### src/rtl/mips_pkg.sv
// Shared MIPS control definitions: opcode/funct constants, ALU encodings,
// instruction classes and controller state codes.
package mips_pkg;

   // opcode field values
   localparam logic [5:0] OP_RTYPE = 6'h00;
   localparam logic [5:0] OP_J     = 6'h02;
   localparam logic [5:0] OP_BEQ   = 6'h04;
   localparam logic [5:0] OP_ADDI  = 6'h08;
   localparam logic [5:0] OP_ADDIU = 6'h09;
   localparam logic [5:0] OP_ANDI  = 6'h0C;
   localparam logic [5:0] OP_ORI   = 6'h0D;
   localparam logic [5:0] OP_LUI   = 6'h0F;
   localparam logic [5:0] OP_LW    = 6'h23;
   localparam logic [5:0] OP_SW    = 6'h2B;

   // R-type funct field values
   localparam logic [5:0] FN_ADD  = 6'h20;
   localparam logic [5:0] FN_ADDU = 6'h21;
   localparam logic [5:0] FN_SUBU = 6'h23;
   localparam logic [5:0] FN_AND  = 6'h24;
   localparam logic [5:0] FN_OR   = 6'h25;
   localparam logic [5:0] FN_SLT  = 6'h2A;

   // ALU operation encodings (cast to ALUOP_W at the point of use)
   localparam int ALU_ADD  = 0;
   localparam int ALU_ADDU = 1;
   localparam int ALU_SUBU = 2;
   localparam int ALU_AND  = 3;
   localparam int ALU_OR   = 4;
   localparam int ALU_SLT  = 5;
   localparam int ALU_LUI  = 6;

   // instruction classes produced by the decoder
   typedef enum logic [2:0] {
      CL_R   = 3'd0,
      CL_IMM = 3'd1,
      CL_LW  = 3'd2,
      CL_SW  = 3'd3,
      CL_BEQ = 3'd4,
      CL_J   = 3'd5
   } instr_class_t;

   // controller states
   localparam logic [2:0] ST_FETCH  = 3'd0;
   localparam logic [2:0] ST_DECODE = 3'd1;
   localparam logic [2:0] ST_EXEC   = 3'd2;
   localparam logic [2:0] ST_MEM    = 3'd3;
   localparam logic [2:0] ST_WB     = 3'd4;
   localparam logic [2:0] ST_TRAP   = 3'd5;

endpackage

### src/rtl/multicycle_ctrl_instr_decode.sv
// Combinational opcode/funct decoder: instruction class, ALU operation and
// a legality flag. Unknown opcodes and unknown R-type functs are illegal.
module instr_decode
   import mips_pkg::*;
#(
   parameter int OP_W    = 6,
   parameter int FUNCT_W = 6,
   parameter int ALUOP_W = 5
) (
   input  logic [OP_W-1:0]    op,
   input  logic [FUNCT_W-1:0] funct,
   output instr_class_t       cls,
   output logic [ALUOP_W-1:0] aluop,
   output logic               legal
);

   // classify the instruction; every output defaulted first
   always_comb begin
      cls   = CL_R;
      aluop = '0;
      legal = 1'b1;
      case (op)
         OP_W'(OP_RTYPE): begin
            cls = CL_R;
            case (funct)
               FUNCT_W'(FN_ADD):  aluop = ALUOP_W'(ALU_ADD);
               FUNCT_W'(FN_ADDU): aluop = ALUOP_W'(ALU_ADDU);
               FUNCT_W'(FN_SUBU): aluop = ALUOP_W'(ALU_SUBU);
               FUNCT_W'(FN_AND):  aluop = ALUOP_W'(ALU_AND);
               FUNCT_W'(FN_OR):   aluop = ALUOP_W'(ALU_OR);
               FUNCT_W'(FN_SLT):  aluop = ALUOP_W'(ALU_SLT);
               default:           legal = 1'b0;
            endcase
         end
         OP_W'(OP_ADDI):  begin cls = CL_IMM; aluop = ALUOP_W'(ALU_ADD);  end
         OP_W'(OP_ADDIU): begin cls = CL_IMM; aluop = ALUOP_W'(ALU_ADDU); end
         OP_W'(OP_ANDI):  begin cls = CL_IMM; aluop = ALUOP_W'(ALU_AND);  end
         OP_W'(OP_ORI):   begin cls = CL_IMM; aluop = ALUOP_W'(ALU_OR);   end
         OP_W'(OP_LUI):   begin cls = CL_IMM; aluop = ALUOP_W'(ALU_LUI);  end
         OP_W'(OP_LW):    begin cls = CL_LW;  aluop = ALUOP_W'(ALU_ADDU); end
         OP_W'(OP_SW):    begin cls = CL_SW;  aluop = ALUOP_W'(ALU_ADDU); end
         OP_W'(OP_BEQ):   begin cls = CL_BEQ; aluop = ALUOP_W'(ALU_SUBU); end
         OP_W'(OP_J):     cls = CL_J;
         default:         legal = 1'b0;
      endcase
   end

endmodule

### src/rtl/multicycle_ctrl.sv
// Multi-cycle MIPS control unit. Sequences FETCH/DECODE/EXEC/MEM/WB with a
// memory req/ack stall, traps on illegal encodings and counts retirements.
// A run flag keeps all strobes low while reset is held and for the cycle in
// which it is released, so the first fetch request appears one cycle later.
// j spends a silent bubble in EXEC after redirecting the PC in DECODE, which
// gives it the same 3-cycle latency as beq.
module multicycle_ctrl
   import mips_pkg::*;
#(
   parameter int OP_W    = 6,
   parameter int FUNCT_W = 6,
   parameter int ALUOP_W = 5,
   parameter int CNT_W   = 32
) (
   input  logic               clk,
   input  logic               rst_n,
   input  logic [OP_W-1:0]    op,
   input  logic [FUNCT_W-1:0] funct,
   input  logic               alu_zero,
   input  logic               mem_ack,
   output logic               mem_req,
   output logic               mem_we,
   output logic               ir_write,
   output logic               pc_write,
   output logic [1:0]         pc_src,
   output logic               reg_write,
   output logic               reg_dst,
   output logic               if_extend,
   output logic               alu_src,
   output logic               mem_to_reg,
   output logic [ALUOP_W-1:0] aluop,
   output logic               illegal,
   output logic [CNT_W-1:0]   retired
);

   logic [2:0]         state;
   logic [2:0]         state_nxt;
   logic               run;
   logic               retire;
   logic [OP_W-1:0]    op_q;
   logic [FUNCT_W-1:0] funct_q;
   logic [OP_W-1:0]    dec_op;
   logic [FUNCT_W-1:0] dec_funct;
   instr_class_t       cls;
   logic [ALUOP_W-1:0] dec_aluop;
   logic               legal;

   // DECODE looks at the live IR fields; later states use the latched copy
   assign dec_op    = (state == ST_DECODE) ? op    : op_q;
   assign dec_funct = (state == ST_DECODE) ? funct : funct_q;

   instr_decode #(
      .OP_W    (OP_W),
      .FUNCT_W (FUNCT_W),
      .ALUOP_W (ALUOP_W)
   ) u_dec (
      .op    (dec_op),
      .funct (dec_funct),
      .cls   (cls),
      .aluop (dec_aluop),
      .legal (legal)
   );

   // next-state and retirement decision
   always_comb begin
      state_nxt = state;
      retire    = 1'b0;
      case (state)
         ST_FETCH:  if (mem_ack) state_nxt = ST_DECODE;
         ST_DECODE: state_nxt = legal ? ST_EXEC : ST_TRAP;
         ST_EXEC: begin
            case (cls)
               CL_R, CL_IMM: state_nxt = ST_WB;
               CL_LW, CL_SW: state_nxt = ST_MEM;
               default: begin
                  state_nxt = ST_FETCH;
                  retire    = 1'b1;
               end
            endcase
         end
         ST_MEM: begin
            if (mem_ack) begin
               if (cls == CL_SW) begin
                  state_nxt = ST_FETCH;
                  retire    = 1'b1;
               end else begin
                  state_nxt = ST_WB;
               end
            end
         end
         ST_WB: begin
            state_nxt = ST_FETCH;
            retire    = 1'b1;
         end
         default: state_nxt = ST_TRAP;
      endcase
   end

   // state, run flag, latched IR fields and retired counter
   always_ff @(posedge clk or negedge rst_n) begin
      if (!rst_n) begin
         state   <= ST_FETCH;
         run     <= 1'b0;
         op_q    <= '0;
         funct_q <= '0;
         retired <= '0;
      end else begin
         run <= 1'b1;
         if (run) begin
            state <= state_nxt;
            if (state == ST_DECODE) begin
               op_q    <= op;
               funct_q <= funct;
            end
            if (retire) retired <= retired + CNT_W'(1);
         end
      end
   end

   // datapath strobes decoded from state and instruction class
   always_comb begin
      mem_req    = 1'b0;
      mem_we     = 1'b0;
      ir_write   = 1'b0;
      pc_write   = 1'b0;
      pc_src     = 2'd0;
      reg_write  = 1'b0;
      reg_dst    = 1'b0;
      if_extend  = 1'b0;
      alu_src    = 1'b0;
      mem_to_reg = 1'b0;
      aluop      = '0;
      illegal    = 1'b0;
      if (run) begin
         case (state)
            ST_FETCH: begin
               mem_req  = 1'b1;
               ir_write = mem_ack;
               pc_write = mem_ack;
            end
            ST_DECODE: begin
               if (legal && cls == CL_J) begin
                  pc_write = 1'b1;
                  pc_src   = 2'd2;
               end
            end
            ST_EXEC: begin
               case (cls)
                  CL_R: aluop = dec_aluop;
                  CL_IMM, CL_LW, CL_SW: begin
                     alu_src   = 1'b1;
                     if_extend = 1'b1;
                     aluop     = dec_aluop;
                  end
                  CL_BEQ: begin
                     aluop    = dec_aluop;
                     pc_src   = 2'd1;
                     pc_write = alu_zero;
                  end
                  default: ;
               endcase
            end
            ST_MEM: begin
               mem_req = 1'b1;
               mem_we  = (cls == CL_SW);
            end
            ST_WB: begin
               reg_write  = 1'b1;
               reg_dst    = (cls != CL_R);
               mem_to_reg = (cls == CL_LW);
            end
            ST_TRAP: illegal = 1'b1;
            default: ;
         endcase
      end
   end

endmodule

### config.mk
export PLATFORM = sky130hd
export DESIGN_NAME = multicycle_ctrl
export DESIGN_NICKNAME = d
export VERILOG_FILES = /design/src/rtl/mips_pkg.sv /design/src/rtl/multicycle_ctrl_instr_decode.sv /design/src/rtl/multicycle_ctrl.sv
export SDC_FILE = /design/constraint.sdc
export NUM_CORES = 1
export LEC_CHECK = 0
export BUFFER_PORTS_ARGS = -buffer_cell sky130_fd_sc_hd__buf_2
export CORE_ASPECT_RATIO = 1.75
export CORE_MARGIN = 2
export CORE_UTILIZATION = 40
export DETAILED_ROUTE_END_ITERATION = 12
export SYNTH_ARGS = -nofsm -noshare
export SYNTH_HDL_FRONTEND = slang
export SYNTH_SLANG_ARGS = --single-unit
### constraint.sdc
create_clock -name clk -period 3.1 [get_ports clk]
set_input_delay 0.465 -clock clk [delete_from_list [all_inputs] [get_ports clk]]
set_output_delay 0.465 -clock clk [all_outputs]
set_load 0.05 [all_outputs]
==> metrics.txt, run 1 <==
status=finished, final reports clean; setup slack, reg-to-reg=0.66 ns; Synth Area in XOR/XNOR=9.34%; post-synth top area share=38.8%; RSZ-0062 raised after global routing=no; Ys Warns=0; GRT Max-Usage Layer=met2; global route overflow=0; # DRC=0; first-pass GRT wire length=12.8 mm; CTS Hold Bufs=0; Post-Synthesis Cells=338; Leakage=1.73 nW; met3 global-route usage=2.42%; Max Cap Viol=0; CTS tree=yes; GRT Overall Usage=18.9%; crit path cell chain=or3b_4 > or3_1 > o31ai_1 > nor2b_1 > nand3_1 > a21oi_1 > buf_2; ant diodes=0; Most used DFF post-synth=dfrtp_1; FP Rows=42; CP endpoint kind=output port; vias in the first global route=2615; clock skew=0.00499 ns; Routed wire per std cell=15.8 um; Max Slew Vio Count=0; worst-margin pin slew=1.06 ns; worst r2r path cells=7; fraction of registers with async set/reset=100%; Worst path max stage delay=0.48 ns; P per Cell Area=771 nW/um2; CP Max Fanout=11; routed wire length=7.67 mm; post-route setup slack=0.107 ns; r2r startpoint=state[1]; Iter 0 DRT Violations=162; top cells by count, synth=dfrtp_1 (48), nor2_1 (33), nand2_1 (25); core footprint=7510 um2; post-synthesis adder-cell area fraction=0.405%; Die Area=8480 um2; IO buf count=62; number of flops mapped to enable cells by yosys=0; Max Fclk=334 MHz; CTS buffer count=5; synth top area cells=dfrtp_1 (39%), xor2_1 (4.8%), xnor2_1 (4.5%), nor2_1 (4.0%), a21oi_1 (3.1%); I/O pin cnt=65; Final #Nets=414; worst path arrival time=2.53 ns; vias per inst=5.57; Levels on crit path=7; fraction of layout cells with a size suffix above 1=28.1%; WP buf/inv=1; CTS max path bufs=2; Final Hold Fails=0; Antenna Nets Post-Route=0; clk sinks=48; RD Place Congestion=0.916; Layout area overhead=18.5%; Crit Path Category=flip-flop to output port; Critical Path Start=state[2]; sequential cell area fraction in the yosys report=38.8%; drt pass-1 iters=4; main combinational cell family by area after synthesis=simple AND/OR/NAND/NOR gates; largest area contributor in the netlist=dfrtp_1; Die Width=70.5 um; Clock Root Buffer=clkbuf_16; Skew-Pair Late Insertion Delay=0.29 ns; Post-Synth Simple-Gate Area=27.4%; Req. time, crit path=2.63 ns; slowest cell on the critical path=dfrtp_2; Die Ht=120 um; met1 usage=22.2%; Worst Setup EP=aluop[1]; syn_area_per_cell=9.15 um2; Synth Area in Compound Gates=12.9%; mux cell area share after synthesis=5.58%; CP delay by family, top=simple AND/OR/NAND/NOR gates; Syn Std Cell Area=3090 um2; Place WS=0.273 ns; reg2reg end=retired[13]; DR vias=2707; DP Wirelength=5.90 mm; period utilization=96.5%; largest net degree at the start of global routing=49; Worst-path clk slew=0.06 ns; most frequent cell after synthesis=dfrtp_1; Post-Route Utilization=48.8%; Synth Register Bits=48; htree depth=2; worst-case headroom to the max-slew limit=29.7%; Netlist cell types=64; antenna violations before repair=0; Starting Density=41.2%; maximum VDD drop=429 uV; M2 GR Usage=32.8%; minimum clock period=2.99 ns; critical path startpoint category=flip-flop; Hold/Removal Path Class=primary input to async pin; endpoints failing setup=0
repair_timing:
item                       4_1_cts  5_1_grt
cloned                           0        0
setup endpoints to repair        3        7
gates resized for setup          1        5
setup buffers                    0        1
hold endpoints to repair         0        0
pin swaps                        0        1
routing by layer:
layer,vias to the layer above,part of all wire (%)
met5,-,0
met1,1313,40
li1,1308,-
met3,15,3.4
met4,0,3.4
met2,71,53
sequential cells by signal (all words and copies together), names as in the netlist:
register and flops:
funct_q 6, op_q 6, retired 32, run 1, state 3
where the power goes:
group	total (mW)	internal (mW)	switching (mW)	leakage, nW
logic	1.32	0.543	0.775	1.06
clock network	0.544	0.318	0.225	0.0766
registers	0.963	0.752	0.212	0.591
total	2.83	1.61	1.21	1.73
final cells by class:
class,instances,area [um2]
clock inverter,2,10.0
inverter,11,41.3
clock buffer,6,139
timing repair buffer,72,403
sequential,48,1200
tap,88,110
multi-input combinational,259,1760
fill,726,3850
metrics by stage:
stage	setup TNS [ns]	instances	power, mW	cell area (um2)	hold slack, ns
2_1_floorplan	-0.116	339	1.93	3110	0.169
3_3_place_gp	0	477	2.23	3480	0.466
3_5_place_dp	0	477	2.24	3480	0.464
4_1_cts	0	485	2.80	3630	0.416
5_1_grt	0	486	3.02	3660	0.439
6_report	0	486	2.83	3660	0.355
cell usage in the layout (no fill, tap or decap), types with 3 or more instances in the layout:
master	n
buf_4	9
clkbuf_16	5
nand2_1	25
nand4_1	9
mux2i_1	8
o21ai_0	11
nand3_1	16
nor4_2	4
and3_1	5
buf_2	60
xor2_1	17
mux2_2	6
o221ai_1	3
and2_1	4
conb_1	3
a21oi_1	19
xnor2_1	16
nand2b_1	4
dfrtp_1	47
nor3b_1	3
inv_1	11
nor3_1	16
nor2_1	33
nor2b_1	5
cell families (layout without fill, tap and decap cells):
family	after synthesis	count (layout)
AO/OA/AOI/OAI	57	57
flip-flops	48	48
adder cells (fa/ha/maj)	1	1
other	2	3
AND/OR/NAND/NOR	149	149
multiplexers	16	16
XOR/XNOR	33	33
buffers and inverters	32	91
worst register-to-register path, stage by stage (launching register included):
cell      delay, ns
dfrtp_1        0.43
buf_4          0.19
inv_1          0.08
or3_4          0.40
a2bb2o_4       0.26
o211ai_2       0.26
or4_1          0.57
xnor2_1        0.14
worst min-delay path by stage:
stage                      startpoint           to  slack, ns
after floorplan                 rst_n   funct_q[0]       0.17
after global placement    retired[31]  retired[31]       0.47
after detailed placement  retired[31]  retired[31]       0.46
after CTS                       rst_n  retired[24]       0.42
after global routing         funct[5]   funct_q[5]       0.44
final                           rst_n  retired[24]       0.35
No activity file was read; power rests on OpenSTA's default activity.
==> inputs of run 2 (changes only) <==
Settings changed: CELL_PAD_IN_SITES_DETAIL_PLACEMENT set to 0, CELL_PAD_IN_SITES_GLOBAL_PLACEMENT set to 1, PLACE_DENSITY_LB_ADDON set to 0.1.
==> run 2 against run 1 <==
  * Cell count unchanged
  * Clock-buffer cell count down 1
  * Clock power up 42%
  * Largest cell class unchanged
  * Sequential share of layout area down 0.59 points
  * Critical path depth down 1
  * Combinational power about the same
  * Worst hold slack better by 0.0046 ns
==> metrics.txt, run 2 (synthesis gave the netlist of run 1 again) <==
setup bufs post-CTS=0 (unchanged); max FFs per register=32 (unchanged); CTS tree=yes; clk sinks=48 (unchanged); endpoints failing setup=0 (unchanged); slowest cell on the critical path=or4_4; worst r2r path cells=6 (-1); vias in the first global route=2639 (+0.92%); # DRC=0 (unchanged); CTS Hold Bufs=0 (unchanged); WP buf/inv=1 (unchanged); htree depth=2 (unchanged); status=finished, final reports clean; minimum clock period=2.96 ns (-0.0301 ns); fraction of layout cells with a size suffix above 1=28.1% (unchanged); FP Rows=42 (unchanged); period utilization=95.6% (-0.97 points); maximum VDD drop=498 uV (+16%); Leakage=1.75 nW (+1.6%); ant diodes=0 (unchanged); Max Slew Vio Count=0 (unchanged); DR vias=2705 (-0.074%); CP delay by family, top=simple AND/OR/NAND/NOR gates; Final #Nets=414 (unchanged); cts repair resizes=0 (-1); largest net degree at the start of global routing=49 (unchanged); worst path arrival time=2.50 ns (-0.03 ns); Req. time, crit path=2.63 ns (about the same); worst-case headroom to the max-slew limit=28.7% (-0.91 points); routed wire length=7.89 mm (+2.8%); Die Ht=120 um (unchanged); Antenna Nets Post-Route=0 (unchanged); Skew-Pair Late Insertion Delay=0.29 ns (about the same); Worst path max stage delay=0.51 ns (+0.03 ns); I/O pin cnt=65 (unchanged); Regs by FF count=retired: 32 flops, funct_q: 6 flops, op_q: 6 flops; Clock Root Buffer=clkbuf_16; Routed wire per std cell=16.2 um (+2.8%); IO buf count=62 (unchanged); Hold/Removal Path Class=primary input to async pin; Iter 0 DRT Violations=127 (-22%); CP endpoint kind=output port; RD Place Congestion=0.838 (-8.5%); Levels on crit path=6 (-1); CP Max Fanout=10 (-1); commonest non-fill, non-tap cells in the layout=buf_2 (59), dfrtp_1 (47), nor2_1 (33), nand2_1 (25), a21oi_1 (18); Crit Path Category=flip-flop to output port; Die Area=8480 um2 (unchanged); vias per inst=5.57 (about the same); CTS buffer count=5 (unchanged); Max Fclk=338 MHz (+1.0%); Layout area overhead=20.7%; Final Hold Fails=0 (unchanged); global route overflow=0 (unchanged); Worst-path clk slew=0.07 ns (about the same); crit path cell chain=or3b_1 > or4_4 > a21oi_4 > a21oi_1 > nor3_2 > buf_2; Die Width=70.5 um (unchanged); first-pass GRT wire length=12.9 mm (+0.92%); critical path startpoint category=flip-flop; drt pass-1 iters=4 (unchanged); core footprint=7510 um2 (unchanged); commonest non-fill, non-tap cell in the layout=buf_2; CTS max path bufs=2 (unchanged); clock skew=0.00599 ns (+0.000998 ns); RSZ-0062 raised after global routing=no; Starting Density=41.2% (unchanged); Fin Hold WS=0.359 ns (+0.00456 ns); Max Cap Viol=0 (unchanged); setup_tns=0 ns (unchanged); GRT Overall Usage=19.1% (+0.18 points); Top reg by flops=retired; antenna violations before repair=0 (unchanged); worst-margin pin slew=1.07 ns (+0.0137 ns); DP Wirelength=6.00 mm (+1.8%); P per Cell Area=819 nW/um2 (+6.2%)
-- run 2: power breakdown --
group          switching [mW]  internal (mW)
Clock                   0.231          0.543
Combinational           0.779          0.538
Sequential              0.214          0.751
-- run 2: layout make-up --
cell class,instances,area [um2]
Clock inverter,3,90.1
Tap cell,88,110
Clock buffer,5,125
Sequential cell,48,1200
Multi-Input combinational cell,259,1760
Inverter,11,41.3
Timing Repair Buffer,72,405
Fill cell,750,3780
-- run 2: path summary, 6_finish.rpt --
check	slack (ns)	start	to
worst min-delay path	0.36	rst_n	retired[31]
worst min register to register	0.48	retired[15]	retired[15]
worst max-delay path	0.14	state[2]	alu_src
worst max register to register	0.58	retired[7]	retired[31]
max in group asynchronous	2.00	rst_n	state[2]
min in group clk	0.44	funct[5]	funct_q[5]
-- run 2: layer usage --
layer	wire, um	track usage, %
met5	0	0
met4	293	9.74
met3	267	2.75
met2	4150	34.6
met1	3180	21.3
-- run 2: through the flow --
step / setup WS, ns / cells / util (%) / total power [mW] / area, um2
2_1_floorplan: -0.116 / 339 / - / 1.93 / 3110
3_3_place_gp: 0.381 / 478 / 46.6 / 2.28 / 3500
3_5_place_dp: 0.360 / 478 / 46.6 / 2.27 / 3500
4_1_cts: 0.0423 / 486 / 49.4 / 3.07 / 3710
5_1_grt: 0.00733 / 486 / 49.7 / 3.25 / 3730
6_report: 0.138 / 486 / 49.7 / 3.06 / 3730
==> inputs of run 3 (changes only) <==
Settings changed: CELL_PAD_IN_SITES_DETAIL_PLACEMENT 0 to 1, CELL_PAD_IN_SITES_GLOBAL_PLACEMENT 1 to 2, CORE_UTILIZATION 40 to 33.
==> run 3 against run 2 <==
  * Register-to-register slack improved by 0.05 ns
  * Cell count increased by 8.4%
  * Largest cell class unchanged
  * Critical path type unchanged
  * Worst hold slack got worse by 0.17 ns
  * Clock-buffer cell count increased by 2
  * Sequential power increased by 3.1%
  * Global-route usage about the same
==> metrics.txt, run 3 (synthesis gave the netlist of run 1 again) <==
DP Wirelength=7.51 mm (+25%); reg2reg end=retired[3]; r2r startpoint=state[1]; Pwr Total=3.00 mW (-2.0%); critical path startpoint category=flip-flop; Skew-Pair Late Insertion Delay=0.29 ns (about the same); Starting Density=34.0% (-7.1 points); vias per inst=5.29 (-5.0%); setup slack, reg-to-reg=0.63 ns (+0.05 ns); clk sinks=48 (unchanged); period utilization=97.7% (+2.1 points); slowest cell on the critical path=or3b_4; CP Max Fanout=8 (-2); commonest non-fill, non-tap cell in the layout=buf_2; first-pass GRT wire length=15.3 mm (+19%); global route overflow=0 (unchanged); worst-margin pin slew=0.635 ns (-0.434 ns); # DRC=0 (unchanged); Regs by FF count=retired: 32 flops, funct_q: 6 flops, op_q: 6 flops; Iter 0 DRT Violations=76 (-40%); Leakage=1.76 nW (+0.37%); endpoints failing setup=0 (unchanged); core footprint=9090 um2 (+21%); largest net degree at the start of global routing=28 (-43%); FP Rows=46 (+9.5%); Top reg by flops=retired; Die Width=77.2 um (+9.5%); ant diodes=0 (unchanged); max FFs per register=32 (unchanged); worst-case headroom to the max-slew limit=57.6% (+29 points); Req. time, crit path=2.63 ns (about the same); Hold/Removal Path Class=primary input to async pin; worst path arrival time=2.56 ns (+0.06 ns); worst r2r path cells=7 (+1); Max Fclk=330 MHz (-2.1%); routed wire length=9.54 mm (+21%); crit path cell chain=or3b_4 > buf_4 > a311oi_2 > o21bai_1 > a21oi_1 > nor3_2 > clkbuf_4; I/O pin cnt=65 (unchanged); Worst Setup EP=alu_src; Die Ht=132 um (+9.8%); fin cells=527 (+8.4%); WP buf/inv=2 (+1); RSZ-0062 raised after global routing=yes; fraction of layout cells with a size suffix above 1=29.7% (+1.6 points); Die Area=10200 um2 (+20%); htree depth=2 (unchanged); CP endpoint kind=output port; drt pass-1 iters=4 (unchanged); fin area=3780 um2 (+1.4%); Max Cap Viol=0 (unchanged); Final Hold Fails=0 (unchanged); CTS buffer count=5 (unchanged); minimum clock period=3.03 ns (+0.0648 ns); CP delay by family, top=simple AND/OR/NAND/NOR gates; Routed wire per std cell=18.1 um (+12%); Final #Nets=423 (+2.2%); CTS tree=yes; RD Place Congestion=0.843 (+0.52%); DR vias=2786 (+3.0%); GRT Overall Usage=19.1% (-0.032 points); IO buf count=62 (unchanged); P per Cell Area=792 nW/um2 (-3.3%); Max Slew Vio Count=0 (unchanged); Critical Path Start=state[1]; DP Cell Count=515 (+7.7%); CTS Hold Bufs=0 (unchanged); CTS max path bufs=2 (unchanged); Worst path max stage delay=0.49 ns (-0.02 ns); vias in the first global route=2941 (+11%); Levels on crit path=7 (+1); maximum VDD drop=417 uV (-16%); Layout area overhead=22.3%; Antenna Nets Post-Route=0 (unchanged); dpl cell area=3560 um2 (+1.9%); clock skew=0.00947 ns (+0.00348 ns); Crit Path Category=flip-flop to output port; Worst-path clk slew=0.07 ns (about the same); Clock Root Buffer=clkbuf_16; status=finished, final reports clean; antenna violations before repair=0 (unchanged); commonest non-fill, non-tap cells in the layout=buf_2 (58), dfrtp_1 (47), nor2_1 (33), nand2_1 (25), buf_4 (20)
## run 3: changes by cell type in the layout (fill, tap and decap cells not counted), moves of 2 or more
cell / delta
buf_4: +9
bufinv_16: -3
clkbuf_1: +2
clkbuf_4: +2
mux2i_1: -2
mux2i_4: +2
## run 3: worst register-to-register path, stage by stage (launching register included)
cell	delay, ns
dfrtp_1	0.47
or3b_4	0.49
buf_4	0.19
nand4b_1	0.16
a2bb2o_4	0.25
or2_1	0.39
and3_1	0.28
xor2_1	0.14
## run 3: per-layer routing
| layer | GRT usage, % | vias up | routed length [um] |
|---|---|---|---|
| met2 | 35.7 | 82 | 5300 |
| li1 | - | 1322 | - |
| met4 | 10.1 | 0 | 409 |
| met5 | 0 | - | 0 |
| met1 | 19.4 | 1359 | 3390 |
| met3 | 3.77 | 23 | 438 |
## run 3: how the worst min path moves through the flow
stage                             end  slack (ns)
after floorplan            funct_q[0]        0.17
after global placement    retired[31]        0.46
after detailed placement  retired[31]        0.47
after CTS                  retired[0]        0.21
after global routing       retired[0]        0.23
final                      retired[0]        0.19
## run 3: layout make-up
| cell class | instances | area [um2] |
|---|---|---|
| clock buffers | 7 | 133 |
| clock inverters | 1 | 8.76 |
| fillers | 1116 | 5310 |
| inverters | 11 | 41.3 |
| multi-input cells | 259 | 1790 |
| flip-flops and latches | 48 | 1200 |
| well taps | 120 | 150 |
| repair buffers | 81 | 463 |
## run 3: repair_timing
| item | CTS | global route |
|---|---|---|
| resized for setup | 5 | 7 |
| setup buffers | 3 | 1 |
| pin swaps | 1 | 1 |
| endpoints found under the setup margin | 6 | 7 |
## run 3: per-stage QoR
stage	hold WS [ns]	worst slack [ns]	TNS, ns	util (%)
4_1_cts	0.209	0.00762	0	41.2
2_1_floorplan	0.169	-0.116	-0.116	-
3_3_place_gp	0.462	0.0774	0	39.2
3_5_place_dp	0.467	0.104	0	39.2
6_report	0.190	0.0727	0	41.6
5_1_grt	0.225	-0.0341	-0.0667	41.6
## run 3: power breakdown
group / leakage, nW / internal, mW / switching, mW
clock: 0.0681 / 0.301 / 0.233
sequential: 0.591 / 0.751 / 0.244
combinational: 1.10 / 0.605 / 0.864
total: 1.76 / 1.66 / 1.34
